### src/rtl/ctrl_decode_pkg.sv
// Shared control-decode definitions: opcode/function encodings, ALU operations
// and the packed control word carried across the ID/EX boundary.
package ctrl_decode_pkg;

    localparam int unsigned OP_RTYPE = 0;
    localparam int unsigned OP_LW    = 1;
    localparam int unsigned OP_SW    = 2;
    localparam int unsigned OP_ADDI  = 3;
    localparam int unsigned OP_BEQ   = 4;
    localparam int unsigned OP_BNE   = 5;
    localparam int unsigned OP_JMP   = 6;

    localparam int unsigned FN_ADD = 0;
    localparam int unsigned FN_SUB = 1;
    localparam int unsigned FN_SLL = 2;
    localparam int unsigned FN_AND = 3;

    localparam int unsigned ALU_ADD = 0;
    localparam int unsigned ALU_SUB = 1;
    localparam int unsigned ALU_SLL = 2;
    localparam int unsigned ALU_AND = 3;

    typedef struct packed {
        logic reg_write;
        logic branch;
        logic jump;
        logic mem_read;
        logic mem_write;
        logic reg_write_src;
        logic alu_src;
    } ctrl_word_t;

endpackage

### src/rtl/ctrl_decode_comb.sv
// Purely combinational opcode/function decoder: control word, ALU operation,
// illegal flag and which register sources the instruction reads.
module ctrl_decode_comb
    import ctrl_decode_pkg::*;
#(
    parameter int OPW    = 4,
    parameter int FNW    = 4,
    parameter int ALUOPW = 4
) (
    input  logic [OPW-1:0]    opcode_i,
    input  logic [FNW-1:0]    function_code_i,
    output ctrl_word_t        ctrl_o,
    output logic [ALUOPW-1:0] aluop_o,
    output logic              illegal_o,
    output logic              rtype_o,
    output logic              use_rs_o,
    output logic              use_rt_o
);

    always_comb begin
        ctrl_o    = '0;
        aluop_o   = '0;
        illegal_o = 1'b0;
        rtype_o   = 1'b0;
        use_rs_o  = 1'b0;
        use_rt_o  = 1'b0;
        case (opcode_i)
            OPW'(OP_RTYPE): begin
                rtype_o = 1'b1;
                // Undefined functions decode to a dead word that reads no sources.
                if (function_code_i <= FNW'(FN_AND)) begin
                    ctrl_o.reg_write = 1'b1;
                    aluop_o          = ALUOPW'(function_code_i[1:0]);
                    use_rs_o         = 1'b1;
                    use_rt_o         = 1'b1;
                end else begin
                    illegal_o = 1'b1;
                end
            end
            OPW'(OP_LW): begin
                ctrl_o.reg_write     = 1'b1;
                ctrl_o.reg_write_src = 1'b1;
                ctrl_o.alu_src       = 1'b1;
                ctrl_o.mem_read      = 1'b1;
                aluop_o              = ALUOPW'(ALU_ADD);
                use_rs_o             = 1'b1;
            end
            OPW'(OP_SW): begin
                ctrl_o.alu_src   = 1'b1;
                ctrl_o.mem_write = 1'b1;
                aluop_o          = ALUOPW'(ALU_ADD);
                use_rs_o         = 1'b1;
                use_rt_o         = 1'b1;
            end
            OPW'(OP_ADDI): begin
                ctrl_o.reg_write = 1'b1;
                ctrl_o.alu_src   = 1'b1;
                aluop_o          = ALUOPW'(ALU_ADD);
                use_rs_o         = 1'b1;
            end
            OPW'(OP_BEQ), OPW'(OP_BNE): begin
                ctrl_o.branch = 1'b1;
                aluop_o       = ALUOPW'(ALU_SUB);
                use_rs_o      = 1'b1;
                use_rt_o      = 1'b1;
            end
            OPW'(OP_JMP): begin
                ctrl_o.jump = 1'b1;
            end
            default: begin
                illegal_o = 1'b1;
            end
        endcase
    end

endmodule

### src/rtl/ctrl_decode_stage.sv
// Registered decode stage: valid/ready intake from fetch, ID/EX output register,
// load-use scoreboard and flush.
module ctrl_decode_stage
    import ctrl_decode_pkg::*;
#(
    parameter int OPW        = 4,
    parameter int FNW        = 4,
    parameter int REGW       = 3,
    parameter int ALUOPW     = 4,
    parameter int LU_BUBBLES = 1
) (
    input  logic              clk,
    input  logic              rst_n,
    input  logic              in_valid,
    output logic              in_ready,
    input  logic [OPW-1:0]    opcode,
    input  logic [FNW-1:0]    function_code,
    input  logic [REGW-1:0]   rs,
    input  logic [REGW-1:0]   rt,
    input  logic [REGW-1:0]   rd,
    input  logic              flush,
    output logic              out_valid,
    input  logic              out_ready,
    output logic              RegWrite,
    output logic              Branch,
    output logic              Jump,
    output logic              MemRead,
    output logic              MemWrite,
    output logic              RegWriteSource,
    output logic              ALUSource,
    output logic [ALUOPW-1:0] ALUop,
    output logic [REGW-1:0]   dst,
    output logic              illegal
);

    // The lw sitting in the output register already costs the first bubble, so
    // the counter only has to cover the remaining LU_BUBBLES-1 cycles.
    localparam logic [1:0] LU_LOAD = 2'(LU_BUBBLES - 1);

    ctrl_word_t        dec_ctrl;
    logic [ALUOPW-1:0] dec_aluop;
    logic              dec_illegal, dec_rtype, dec_use_rs, dec_use_rt;
    logic [REGW-1:0]   dec_dst;

    ctrl_word_t        ctrl_q, ctrl_d;
    logic [ALUOPW-1:0] aluop_q, aluop_d;
    logic [REGW-1:0]   dst_q, dst_d;
    logic              illegal_q, illegal_d;
    logic              out_valid_q, out_valid_d;
    logic [REGW-1:0]   lu_dst_q, lu_dst_d;
    logic [1:0]        lu_cnt_q, lu_cnt_d;

    logic rs_hit, rt_hit, hazard, accept, xfer;

    ctrl_decode_comb #(
        .OPW    (OPW),
        .FNW    (FNW),
        .ALUOPW (ALUOPW)
    ) u_dec (
        .opcode_i        (opcode),
        .function_code_i (function_code),
        .ctrl_o          (dec_ctrl),
        .aluop_o         (dec_aluop),
        .illegal_o       (dec_illegal),
        .rtype_o         (dec_rtype),
        .use_rs_o        (dec_use_rs),
        .use_rt_o        (dec_use_rt)
    );

    assign dec_dst = dec_rtype ? rd : rt;

    assign rs_hit = dec_use_rs && (rs != '0) &&
                    ((out_valid_q && ctrl_q.mem_read && (dst_q == rs)) ||
                     ((lu_cnt_q != 2'd0) && (lu_dst_q == rs)));
    assign rt_hit = dec_use_rt && (rt != '0) &&
                    ((out_valid_q && ctrl_q.mem_read && (dst_q == rt)) ||
                     ((lu_cnt_q != 2'd0) && (lu_dst_q == rt)));
    assign hazard = in_valid && (rs_hit || rt_hit);

    // Handshake: a word moves on an edge where valid && ready are both high;
    // valid never depends on ready, and a held word keeps its payload stable.
    assign in_ready = rst_n && !flush && !hazard && (!out_valid_q || out_ready);
    assign accept   = in_valid && in_ready;
    assign xfer     = out_valid_q && out_ready;

    always_comb begin
        out_valid_d = out_valid_q;
        ctrl_d      = ctrl_q;
        aluop_d     = aluop_q;
        dst_d       = dst_q;
        illegal_d   = illegal_q;
        lu_dst_d    = lu_dst_q;
        lu_cnt_d    = lu_cnt_q;
        if (flush) begin
            out_valid_d = 1'b0;
            lu_cnt_d    = 2'd0;
        end else begin
            if (accept) begin
                out_valid_d = 1'b1;
                ctrl_d      = dec_ctrl;
                aluop_d     = dec_aluop;
                dst_d       = dec_dst;
                illegal_d   = dec_illegal;
            end else if (xfer) begin
                out_valid_d = 1'b0;
            end
            if (xfer && ctrl_q.mem_read) begin
                lu_dst_d = dst_q;
                lu_cnt_d = LU_LOAD;
            end else if (lu_cnt_q != 2'd0) begin
                lu_cnt_d = lu_cnt_q - 2'd1;
            end
        end
    end

    always_ff @(posedge clk or negedge rst_n) begin
        if (!rst_n) begin
            out_valid_q <= 1'b0;
            ctrl_q      <= '0;
            aluop_q     <= '0;
            dst_q       <= '0;
            illegal_q   <= 1'b0;
            lu_dst_q    <= '0;
            lu_cnt_q    <= 2'd0;
        end else begin
            out_valid_q <= out_valid_d;
            ctrl_q      <= ctrl_d;
            aluop_q     <= aluop_d;
            dst_q       <= dst_d;
            illegal_q   <= illegal_d;
            lu_dst_q    <= lu_dst_d;
            lu_cnt_q    <= lu_cnt_d;
        end
    end

    assign out_valid      = out_valid_q;
    assign RegWrite       = ctrl_q.reg_write;
    assign Branch         = ctrl_q.branch;
    assign Jump           = ctrl_q.jump;
    assign MemRead        = ctrl_q.mem_read;
    assign MemWrite       = ctrl_q.mem_write;
    assign RegWriteSource = ctrl_q.reg_write_src;
    assign ALUSource      = ctrl_q.alu_src;
    assign ALUop          = aluop_q;
    assign dst            = dst_q;
    assign illegal        = illegal_q;

endmodule
### config.mk
export PLATFORM = sky130hd
export DESIGN_NAME = ctrl_decode_stage
export DESIGN_NICKNAME = d
export VERILOG_FILES = /design/src/rtl/ctrl_decode_pkg.sv /design/src/rtl/ctrl_decode_comb.sv /design/src/rtl/ctrl_decode_stage.sv
export SDC_FILE = /design/constraint.sdc
export NUM_CORES = 1
export LEC_CHECK = 0
export ABC_CLOCK_PERIOD_IN_PS = 1700
export BUFFER_PORTS_ARGS = -buffer_cell sky130_fd_sc_hd__buf_2
export CAP_MARGIN = 5
export CELL_PAD_IN_SITES_DETAIL_PLACEMENT = 1
export CELL_PAD_IN_SITES_GLOBAL_PLACEMENT = 1
export CORE_MARGIN = 5
export CORE_UTILIZATION = 34
export DETAILED_ROUTE_END_ITERATION = 8
export PLACE_DENSITY_LB_ADDON = 0.1
export SYNTH_ARGS = -nofsm -noshare
export SYNTH_HDL_FRONTEND = slang
export SYNTH_SLANG_ARGS = --single-unit
### constraint.sdc
create_clock -name clk -period 1.7 [get_ports clk]
set_input_delay 0.085 -clock clk [delete_from_list [all_inputs] [get_ports clk]]
set_output_delay 0.085 -clock clk [all_outputs]
set_load 0.05 [all_outputs]
==> impl_metrics.csv, run 1 <==
group,metric,value,unit
finish,diodes,0,
finish,nFillCells,412,
clock_tree,path_clk_slew,120,ps
clock_tree,clk_latency,300,ps
critical_path,crit_path_top_delay_cell,"dfrtp_2",
routing,vias,984,
logic_synthesis,async_reset_ff_frac,1.00,
pwr,p_leak,0.773,nW
sta,slew_viol_final,0,
finish,nNetsFinal,187,
finish,seqCellArea,457,um2
global_route,grt_max_degree,19,
logic_synthesis,synth_area_per_cell,10.8,um2
clock_tree,cts_buffers,3,
clock_tree,cts_tree,"yes",
finish,final_common_cell,"buf_2",
clock_tree,ctsHtreeMaxLevel,1,
logic_synthesis,seq_area_frac_synth,0.387,
finish,drive_gt1_frac,0.601,
critical_path,worstReg2RegEnd,"dst[2]",
clock_tree,root_buffer,"clkbuf_4",
finish,multi_input_area,718,um2
floorplan,start_util,0.349,
floorplan,dieArea,4700,um2
sta,fin_crit_sh,1.12,
clock_tree,cts_max_path_buffers,2,
worst_hold_path,hp-start,"function_code[1]",
flow_run,max-cap-violations,0,
sta,skew,1.28,ps
sta,timing.final.crit_period,1900,ps
critical_path,cp-start-kind,"register",
global_route,grt_overflow,0,
critical_path,path_depth,6,
routing,viasPerCell,4.71,
routing,routedWlPerCell,15.4,um
floorplan,die_h,68.5,um
routing,ant_nets,0,
finish,final_cell_mix,"buf_2, buf_4, dfrtp_1",
placement,post-dp-hpwl,2450,um
sta,max_freq,527,MHz
critical_path,reg2reg_slack,-200,ps
sta,grt_setup_unrepaired,"true",
worst_hold_path,whs_path_depth,3,
sta,setup_ws,-199,ps
logic_synthesis,synthCells,108,
sta,setup_viol,14,
critical_path,required,1890,ps
logic_synthesis,yosysTopAreaCell,"dfrtp_1",
routing,drt_iter0_markers,22,
placement,place_area,1450,um2
logic_synthesis,ys_top_cells_by_area,"dfrtp_1, xor2_1, mux2_2, mux2_4, nor2_1",
critical_path,reg2reg_depth,6,
logic_synthesis,synth-edff-count,0,
pwr,irDropWorstVdd,0.478,mV
placement,gp_congestion,0.720,
critical_path,timing.rr.start,"dst[1]",
worst_hold_path,holdCritPathClass,"in2reg",
critical_path,crit_buf_inv,1,
critical_path,end_kind,"register",
global_route,antenna_found_initial,0,
logic_synthesis,syn_area,1160,um2
finish,synthToLayoutAreaGrowth,41.8,%
floorplan,rows,21,
sta,whs,74.5,ps
logic_synthesis,synth_warnings,0,
logic_synthesis,ys_types,36,
floorplan,design.core.area,3340,um2
logic_synthesis,ys_seq_elements,18,
floorplan,ios,39,
logic_synthesis,synth_ff_type,"dfrtp_1",
logic_synthesis,synth_top_area_frac,0.387,
critical_path,worst-path-max-fanout,12,
critical_path,worstPathArrival,2090,ps
critical_path,crit_family,"compound AO/OA/AOI/OAI gates",
critical_path,critPathKind,"reg2reg",
outcome,status,"finished with violations",
sta,finalHoldViolations,0,
routing,routed_wl,3220,um
clock_tree,cts.sinks,18,
pwr,power.density,915,nW/um2
routing,drcViolationCount,0,
global_route,grt_pass1_vias,1137,
placement,port_buffers,36,
outcome,violations,"negative setup slack",
global_route,grtUsageTotal,0.158,
critical_path,crit_chain,"xor2_2, nor4_2, o211ai_1, buf_4, o211a_4, mux2_2",
finish,design_area,1650,um2
floorplan,die_width,68.5,um
worst_hold_path,hold_end,"ALUop[1]",
routing,first_pass_iters,4,
critical_path,slowest_delay,480,ps
global_route,grt_first_pass_wirelength,5460,um
-- through the flow --
step | total power (W) | std cells | setup WS (ps) | utilization | setup TNS (ps)
finish | 0.00151 | 209 | -199 | 0.495 | -1820
global route | 0.00162 | 209 | -283 | 0.495 | -3020
CTS | 0.00149 | 209 | -199 | 0.477 | -1430
detailed placement | 0.00114 | 196 | -87.9 | 0.435 | -708
global placement | 0.00112 | 196 | -39.9 | 0.435 | -245
floorplan | 0.000952 | 109 | -145 | - | -815
-- worst max path at each step --
stage	start	end	slack (ps)
6_report	dst[1]	dst[2]	-200
5_1_grt	dst[2]	in_ready	-280
4_1_cts	dst[1]	in_ready	-200
3_5_place_dp	lu_cnt_q[0]	MemWrite	-90
3_3_place_gp	lu_cnt_q[0]	dst[1]	-40
2_1_floorplan	dst[0]	dst[0]	-140
-- layer usage --
metal	up-vias	global-route usage	share of wire
met5	-	0	0
met4	0	0.0447	0.0084
met3	2	0.0276	0.036
met2	20	0.274	0.50
met1	475	0.199	0.45
li1	487	-	-
-- synthesized netlist by cell type (3+ instances only) --
| cell | instances |
|---|---|
| a21oi_1 | 3 |
| xor2_1 | 13 |
| nor2_1 | 9 |
| inv_1 | 6 |
| dfrtp_1 | 18 |
| nor3_1 | 3 |
| nor4_1 | 4 |
| mux2_4 | 5 |
| mux2_2 | 9 |
| buf_4 | 4 |
-- power by group --
part           leakage (nW)  internal, W  switching, W  total, W
logic                 0.522     0.000284      0.000395  0.000679
registers             0.230     0.000495     0.0000583  0.000553
clock network        0.0210     0.000130      0.000148  0.000279
total                 0.773     0.000910      0.000601   0.00151
-- area by class of cell --
class / count / area share
Multi-Input combinational cell: 77 / 0.435
Inverter: 6 / 0.0136
Clock buffer: 4 / 0.0220
Sequential cell: 18 / 0.277
Tap cell: 46 / 0.0348
Timing Repair Buffer: 58 / 0.218
-- flip-flops by register name, summed over array words and instances, names as in the netlist --
signal / flops
dst: 3
RegWrite: 1
lu_cnt_q: 2
lu_dst_q: 3
RegWriteSource: 1
illegal: 1
ALUSource: 1
Branch: 1
ALUop: 2
MemWrite: 1
out_valid: 1
Jump: 1
-- logic make-up after synthesis --
kind of cell | after synthesis | synth area share
other | 1 | 0.00322
buffers and inverters | 14 | 0.0806
AOI/OAI and AO/OA | 16 | 0.111
muxes | 15 | 0.160
xor gates and xnor gates | 13 | 0.0977
DFF | 18 | 0.387
and+or+nand+nor | 30 | 0.150
adders and majority gates | 1 | 0.0107
-- worst reg2reg max path, delay by kind of cell (launching register included) --
family,cells,cell delay [ps]
compound gates,2,540
flops,1,480
mux,1,360
xor+xnor,1,200
buf+inv,1,170
simple gates,1,60
-- what timing repair did --
| action | CTS | global route |
|---|---|---|
| setup buffers | 7 | 1 |
| resized for setup | 8 | 11 |
| setup endpoints to repair | 10 | 14 |
| hold buffers | 2 | 0 |
| pin swaps | 4 | 6 |
| endpoints found under the hold margin | 19 | 0 |
(Power assumes the default switching activity.)
==> run 2: changes to the inputs <==
--- a/config.mk
+++ b/config.mk
@@ -11,9 +11,10 @@
 export CELL_PAD_IN_SITES_DETAIL_PLACEMENT = 1
 export CELL_PAD_IN_SITES_GLOBAL_PLACEMENT = 1
 export CORE_MARGIN = 5
-export CORE_UTILIZATION = 34
+export CORE_UTILIZATION = 36
 export DETAILED_ROUTE_END_ITERATION = 8
 export PLACE_DENSITY_LB_ADDON = 0.1
 export SYNTH_ARGS = -nofsm -noshare
 export SYNTH_HDL_FRONTEND = slang
+export SYNTH_HIERARCHICAL = 1
 export SYNTH_SLANG_ARGS = --single-unit
==> constraint.sdc (replaced) <==
create_clock -name clk -period 1.7 [get_ports clk]
set_input_delay 0.34 -clock clk [delete_from_list [all_inputs] [get_ports clk]]
set_output_delay 0.34 -clock clk [all_outputs]
set_load 0.05 [all_outputs]
==> impl_metrics.csv, run 2 <==
group,metric,value,unit
outcome,status,"finished with violations",
outcome,violations,"negative setup slack",
finish,largest_reg_flops,4,
critical_path,slowest_delay,460,ps
routing,viasPerCell,4.90,
pwr,p_leak,0.912,nW
routing,met3_length,178,um
logic_synthesis,synthCells,106,
global_route,grt_max_degree,22,
logic_synthesis,synth_ff_type,"dfrtp_1",
finish,seqCellArea,529,um2
sta,setup_ws,-393,ps
critical_path,end_kind,"output port",
sta,whs,11.4,ps
placement,post-dp-hpwl,2710,um
sta,grt_setup_unrepaired,"true",
logic_synthesis,synth-edff-count,0,
sta,finalHoldViolations,0,
finish,synthToLayoutAreaGrowth,45.7,%
critical_path,reg2reg_slack,-280,ps
critical_path,required,1360,ps
logic_synthesis,yosysTopAreaCell,"dfrtp_1",
routing,drt_iter0_markers,31,
finish,nNetsFinal,197,
critical_path,worstReg2RegEnd,"MemRead",
global_route,grt_overflow,0,
finish,drive_gt1_frac,0.671,
floorplan,die_h,70.0,um
critical_path,crit_chain,"xor2_2, nor4_4, a41oi_2, o22ai_2, a21oi_4, buf_6",
routing,first_pass_iters,4,
clock_tree,clk_latency,310,ps
finish,final_common_cell,"buf_2",
routing,ant_nets,0,
placement,port_buffers,38,
sta,skew,13.9,ps
pwr,power.density,896,nW/um2
critical_path,cp-start-kind,"register",
worst_hold_path,holdCritPathClass,"in2async",
clock_tree,root_buffer,"clkbuf_4",
clock_tree,cts_tree,"yes",
logic_synthesis,ys_top_cells_by_area,"dfrtp_1, mux2_4, mux2_2, xor2_1, xnor2_1",
critical_path,crit_buf_inv,1,
critical_path,timing.rr.start,"lu_dst_q[2]",
floorplan,start_util,0.379,
sta,fin_crit_sh,1.23,
clock_tree,cts_max_path_buffers,2,
logic_synthesis,synth_warnings,6,
floorplan,dieArea,4900,um2
logic_synthesis,synth_area_per_cell,12.2,um2
floorplan,ios,39,
placement,gp_congestion,0.811,
critical_path,worst-path-max-fanout,3,
clock_tree,cts.sinks,21,
routing,routed_wl,3580,um
clock_tree,ctsHtreeMaxLevel,1,
critical_path,crit_path_top_delay_cell,"dfrtp_2",
logic_synthesis,ys_types,39,
flow_run,max-cap-violations,0,
finish,diodes,0,
logic_synthesis,synth_top_area_frac,0.406,
finish,design_area,1890,um2
logic_synthesis,async_reset_ff_frac,1.00,
pwr,irDropWorstVdd,0.385,mV
logic_synthesis,seq_area_frac_synth,0.406,
critical_path,crit_family,"flip-flops",
floorplan,design.core.area,3420,um2
logic_synthesis,ys_seq_elements,21,
global_route,grt_first_pass_wirelength,6040,um
floorplan,die_width,70.0,um
finish,multi_input_area,798,um2
finish,final_cell_mix,"buf_2, buf_4, dfrtp_1",
critical_path,reg2reg_depth,7,
finish,postLayoutCoreUtil,0.552,
sta,slew_viol_final,0,
logic_synthesis,syn_area,1290,um2
global_route,grtUsageTotal,0.152,
routing,vias,1073,
routing,wl_met1,1530,um
global_route,grt_pass1_vias,1230,
clock_tree,cts_buffers,3,
global_route,antenna_found_initial,0,
sta,setup_viol,17,
critical_path,worstPathArrival,1750,ps
placement,dp_slack,-505,ps
sta,timing.final.crit_period,2090,ps
clock_tree,path_clk_slew,130,ps
logic_synthesis,synthTopCellsByCount,"dfrtp_1, mux2_2, mux2_4",
routing,routed.top_layer,"met4",
logic_synthesis,synth_most_common_cell,"dfrtp_1",
finish,nFillCells,380,
routing,routedWlPerCell,16.4,um
placement,place_area,1700,um2
routing,route.met2.wl,1850,um
floorplan,rows,21,
sta,max_freq,478,MHz
routing,drcViolationCount,0,
critical_path,critPathKind,"reg2out",
## run 2: cell types whose count changed in the layout (fill, tap and decap cells not counted), moves of 3 or more
cell,before,now
buf_4,19,28
dfrtp_1,13,18
inv_1,6,1
mux2_2,7,12
nor4_2,4,1
xnor2_1,0,6
xor2_1,9,2
## run 2: routing by layer
metal,GRT usage,up-vias
met1,0.199,537
li1,-,506
met5,0,-
met2,0.258,26
met4,0.0319,0
met3,0.0316,4
## run 2: how the worst max path moves through the flow
stage / endpoint / cells past startpoint / slack (ps) / startpoint
final: in_ready / 6 / -390 / lu_dst_q[2]
after global routing: in_ready / 7 / -490 / lu_cnt_q[1]
after CTS: in_ready / 6 / -410 / lu_dst_q[2]
after detailed placement: in_ready / 7 / -500 / opcode[0]
after global placement: dst[2] / 7 / -440 / opcode[0]
after floorplan: ALUSource / 8 / -310 / opcode[1]
## run 2: kinds of logic after synthesis
group / Yosys count / share of synthesized area
buffers and inverters: 10 / 0.0676
flip-flops: 21 / 0.406
XOR/XNOR: 13 / 0.0879
multiplexers: 21 / 0.209
other: 1 / 0.00290
adder cells (fa/ha/maj): 1 / 0.00966
AO/OA/AOI/OAI: 16 / 0.0957
AND/OR/NAND/NOR: 23 / 0.122
## run 2: final cells by class
| type | instances | share of cell area |
|---|---|---|
| well taps | 46 | 0.0305 |
| inverters | 3 | 0.00597 |
| repair buffers | 69 | 0.245 |
| clock buffers | 3 | 0.0119 |
| flip-flops and latches | 21 | 0.281 |
| multi-input cells | 76 | 0.423 |
| clock inverters | 1 | 0.00265 |
## run 2: where the power goes
group          switching (W)  internal [W]  leakage (nW)
combinational       0.000452      0.000345         0.625
sequential         0.0000674      0.000575         0.269
clock               0.000164     0.0000879        0.0177
## run 2: stage by stage
step	total power (W)	setup TNS, ps	cells
6_report	0.00169	-4190	219
5_1_grt	0.00179	-5590	219
4_1_cts	0.00169	-4950	218
3_5_place_dp	0.00135	-7480	211
3_3_place_gp	0.00133	-6940	211
2_1_floorplan	0.00109	-4080	107
## run 2: repair_timing
item / in CTS / in global routing
gates resized for setup: 12 / 10
setup endpoints to repair: 17 / 17
buffers inserted: 3 / 0
hold buffers: 0 / 0
pin swaps: 1 / 2
cloned: 0 / 1
endpoints found under the hold margin: 0 / 0
==> run 3: changes to the inputs <==
==> constraint.sdc (replaced) <==
create_clock -name clk -period 1.7 [get_ports clk]
set_input_delay 0.17 -clock clk [delete_from_list [all_inputs] [get_ports clk]]
set_output_delay 0.17 -clock clk [all_outputs]
set_load 0.05 [all_outputs]
==> impl_metrics.csv, run 3 (synthesis gave the netlist of run 2 again) <==
group,metric,value,unit
outcome,status,"finished with violations",
outcome,violations,"negative setup slack",
routing,drt_iter0_markers,39,
placement,dp.cells,205,
sta,skew,9.18,ps
sta,max_freq,522,MHz
flow_run,max-cap-violations,0,
sta,timing.final.crit_period,1920,ps
routing,drcViolationCount,0,
critical_path,crit_buf_inv,1,
clock_tree,cts.sinks,21,
clock_tree,root_buffer,"clkbuf_4",
worst_hold_path,holdCritPathClass,"in2reg",
finish,largest_reg_flops,4,
critical_path,critPathKind,"reg2reg",
clock_tree,cts_max_path_buffers,2,
critical_path,worst-path-max-fanout,6,
routing,routedWlPerCell,16.2,um
floorplan,die_h,70.0,um
critical_path,end_kind,"register",
global_route,antenna_found_initial,0,
sta,fin_setup_tns,-2970,ps
finish,final_common_cell,"buf_2",
critical_path,crit_family,"flip-flops",
floorplan,dieArea,4900,um2
global_route,grtUsageTotal,0.149,
sta,grt_setup_unrepaired,"true",
floorplan,die_width,70.0,um
routing,vias,1058,
critical_path,worstPathArrival,2120,ps
pwr,irDropWorstVdd,0.531,mV
floorplan,ios,39,
finish,final_cell_mix,"buf_2, buf_4, dfrtp_1",
critical_path,crit_path_top_delay_cell,"dfrtp_2",
placement,gp_congestion,0.867,
routing,first_pass_iters,4,
sta,setup_ws,-217,ps
floorplan,start_util,0.379,
placement,post-dp-hpwl,2780,um
clock_tree,cts_buffers,3,
global_route,grt_max_degree,22,
critical_path,slowest_delay,460,ps
global_route,grt_pass1_vias,1234,
clock_tree,path_clk_slew,130,ps
critical_path,crit_chain,"xor2_1, nor4_2, a41oi_2, o221a_2, clkbuf_16, mux2_4",
finish,diodes,0,
critical_path,cp-start-kind,"register",
critical_path,required,1910,ps
floorplan,rows,21,
global_route,grt_overflow,0,
routing,ant_nets,0,
pwr,power.density,910,nW/um2
finish,nNetsFinal,191,
clock_tree,clk_latency,300,ps
finish,postLayoutCoreUtil,0.532,
placement,dp_slack,-243,ps
finish,drive_gt1_frac,0.659,
placement,port_buffers,38,
sta,finalHoldViolations,0,
finish,synthToLayoutAreaGrowth,40.3,%
floorplan,design.core.area,3420,um2
clock_tree,cts_tree,"yes",
clock_tree,ctsHtreeMaxLevel,1,
pwr,p_leak,0.879,nW
sta,slew_viol_final,0,
routing,viasPerCell,4.97,
routing,routed_wl,3450,um
sta,setup_viol,17,
sta,fin_crit_sh,1.13,
finish,final_cells,213,
global_route,grt_first_pass_wirelength,5920,um
## run 3: metrics by stage
step,total power [W],instance area [um2],hold WS (ps)
final,0.00165,1820,75.2
after global routing,0.00176,1820,76.4
after CTS,0.00167,1780,59.8
after detailed placement,0.00134,1660,213
after global placement,0.00131,1660,214
after floorplan,0.00110,1310,-126
## run 3: layout make-up
cell class	instances	area, um2
clock inverters	1	5.00
clock buffers	3	22.5
well taps	46	57.6
flip-flops and latches	21	533
fillers	391	1600
repair buffers	63	420
multi-input cells	76	767
inverters	3	11.3
## run 3: per-layer routing
| metal | share of wire | global-route usage |
|---|---|---|
| met1 | 0.46 | 0.193 |
| met3 | 0.037 | 0.0230 |
| met5 | 0 | 0 |
| met2 | 0.50 | 0.256 |
| met4 | 0.0058 | 0.0426 |
## run 3: repair_timing
item | CTS | global route
setup buffers | 1 | 1
pin swaps | 1 | 1
resized for setup | 14 | 3
setup endpoints to repair | 17 | 17
endpoints found under the hold margin | 21 | 0
hold buffers | 1 | 0
cloned | 0 | 1
## run 3: worst paths after layout
check | from | end | slack (ps) | cells after the start
worst max-delay path | lu_dst_q[2] | MemRead | -220 | 6
worst min-delay path | flush | out_valid | 80 | 2
worst max register to register | lu_dst_q[2] | MemRead | -220 | 6
worst min register to register | Branch | Branch | 520 | 1
max in group asynchronous | rst_n | dst[0] | 1040 | 3
min in group asynchronous | rst_n | RegWrite | 410 | 3
## run 3: power breakdown
part	switching [W]	internal, W	total [W]
clock network	0.000159	0.0000876	0.000246
registers	0.0000663	0.000579	0.000645
logic	0.000436	0.000326	0.000761
total	0.000661	0.000992	0.00165
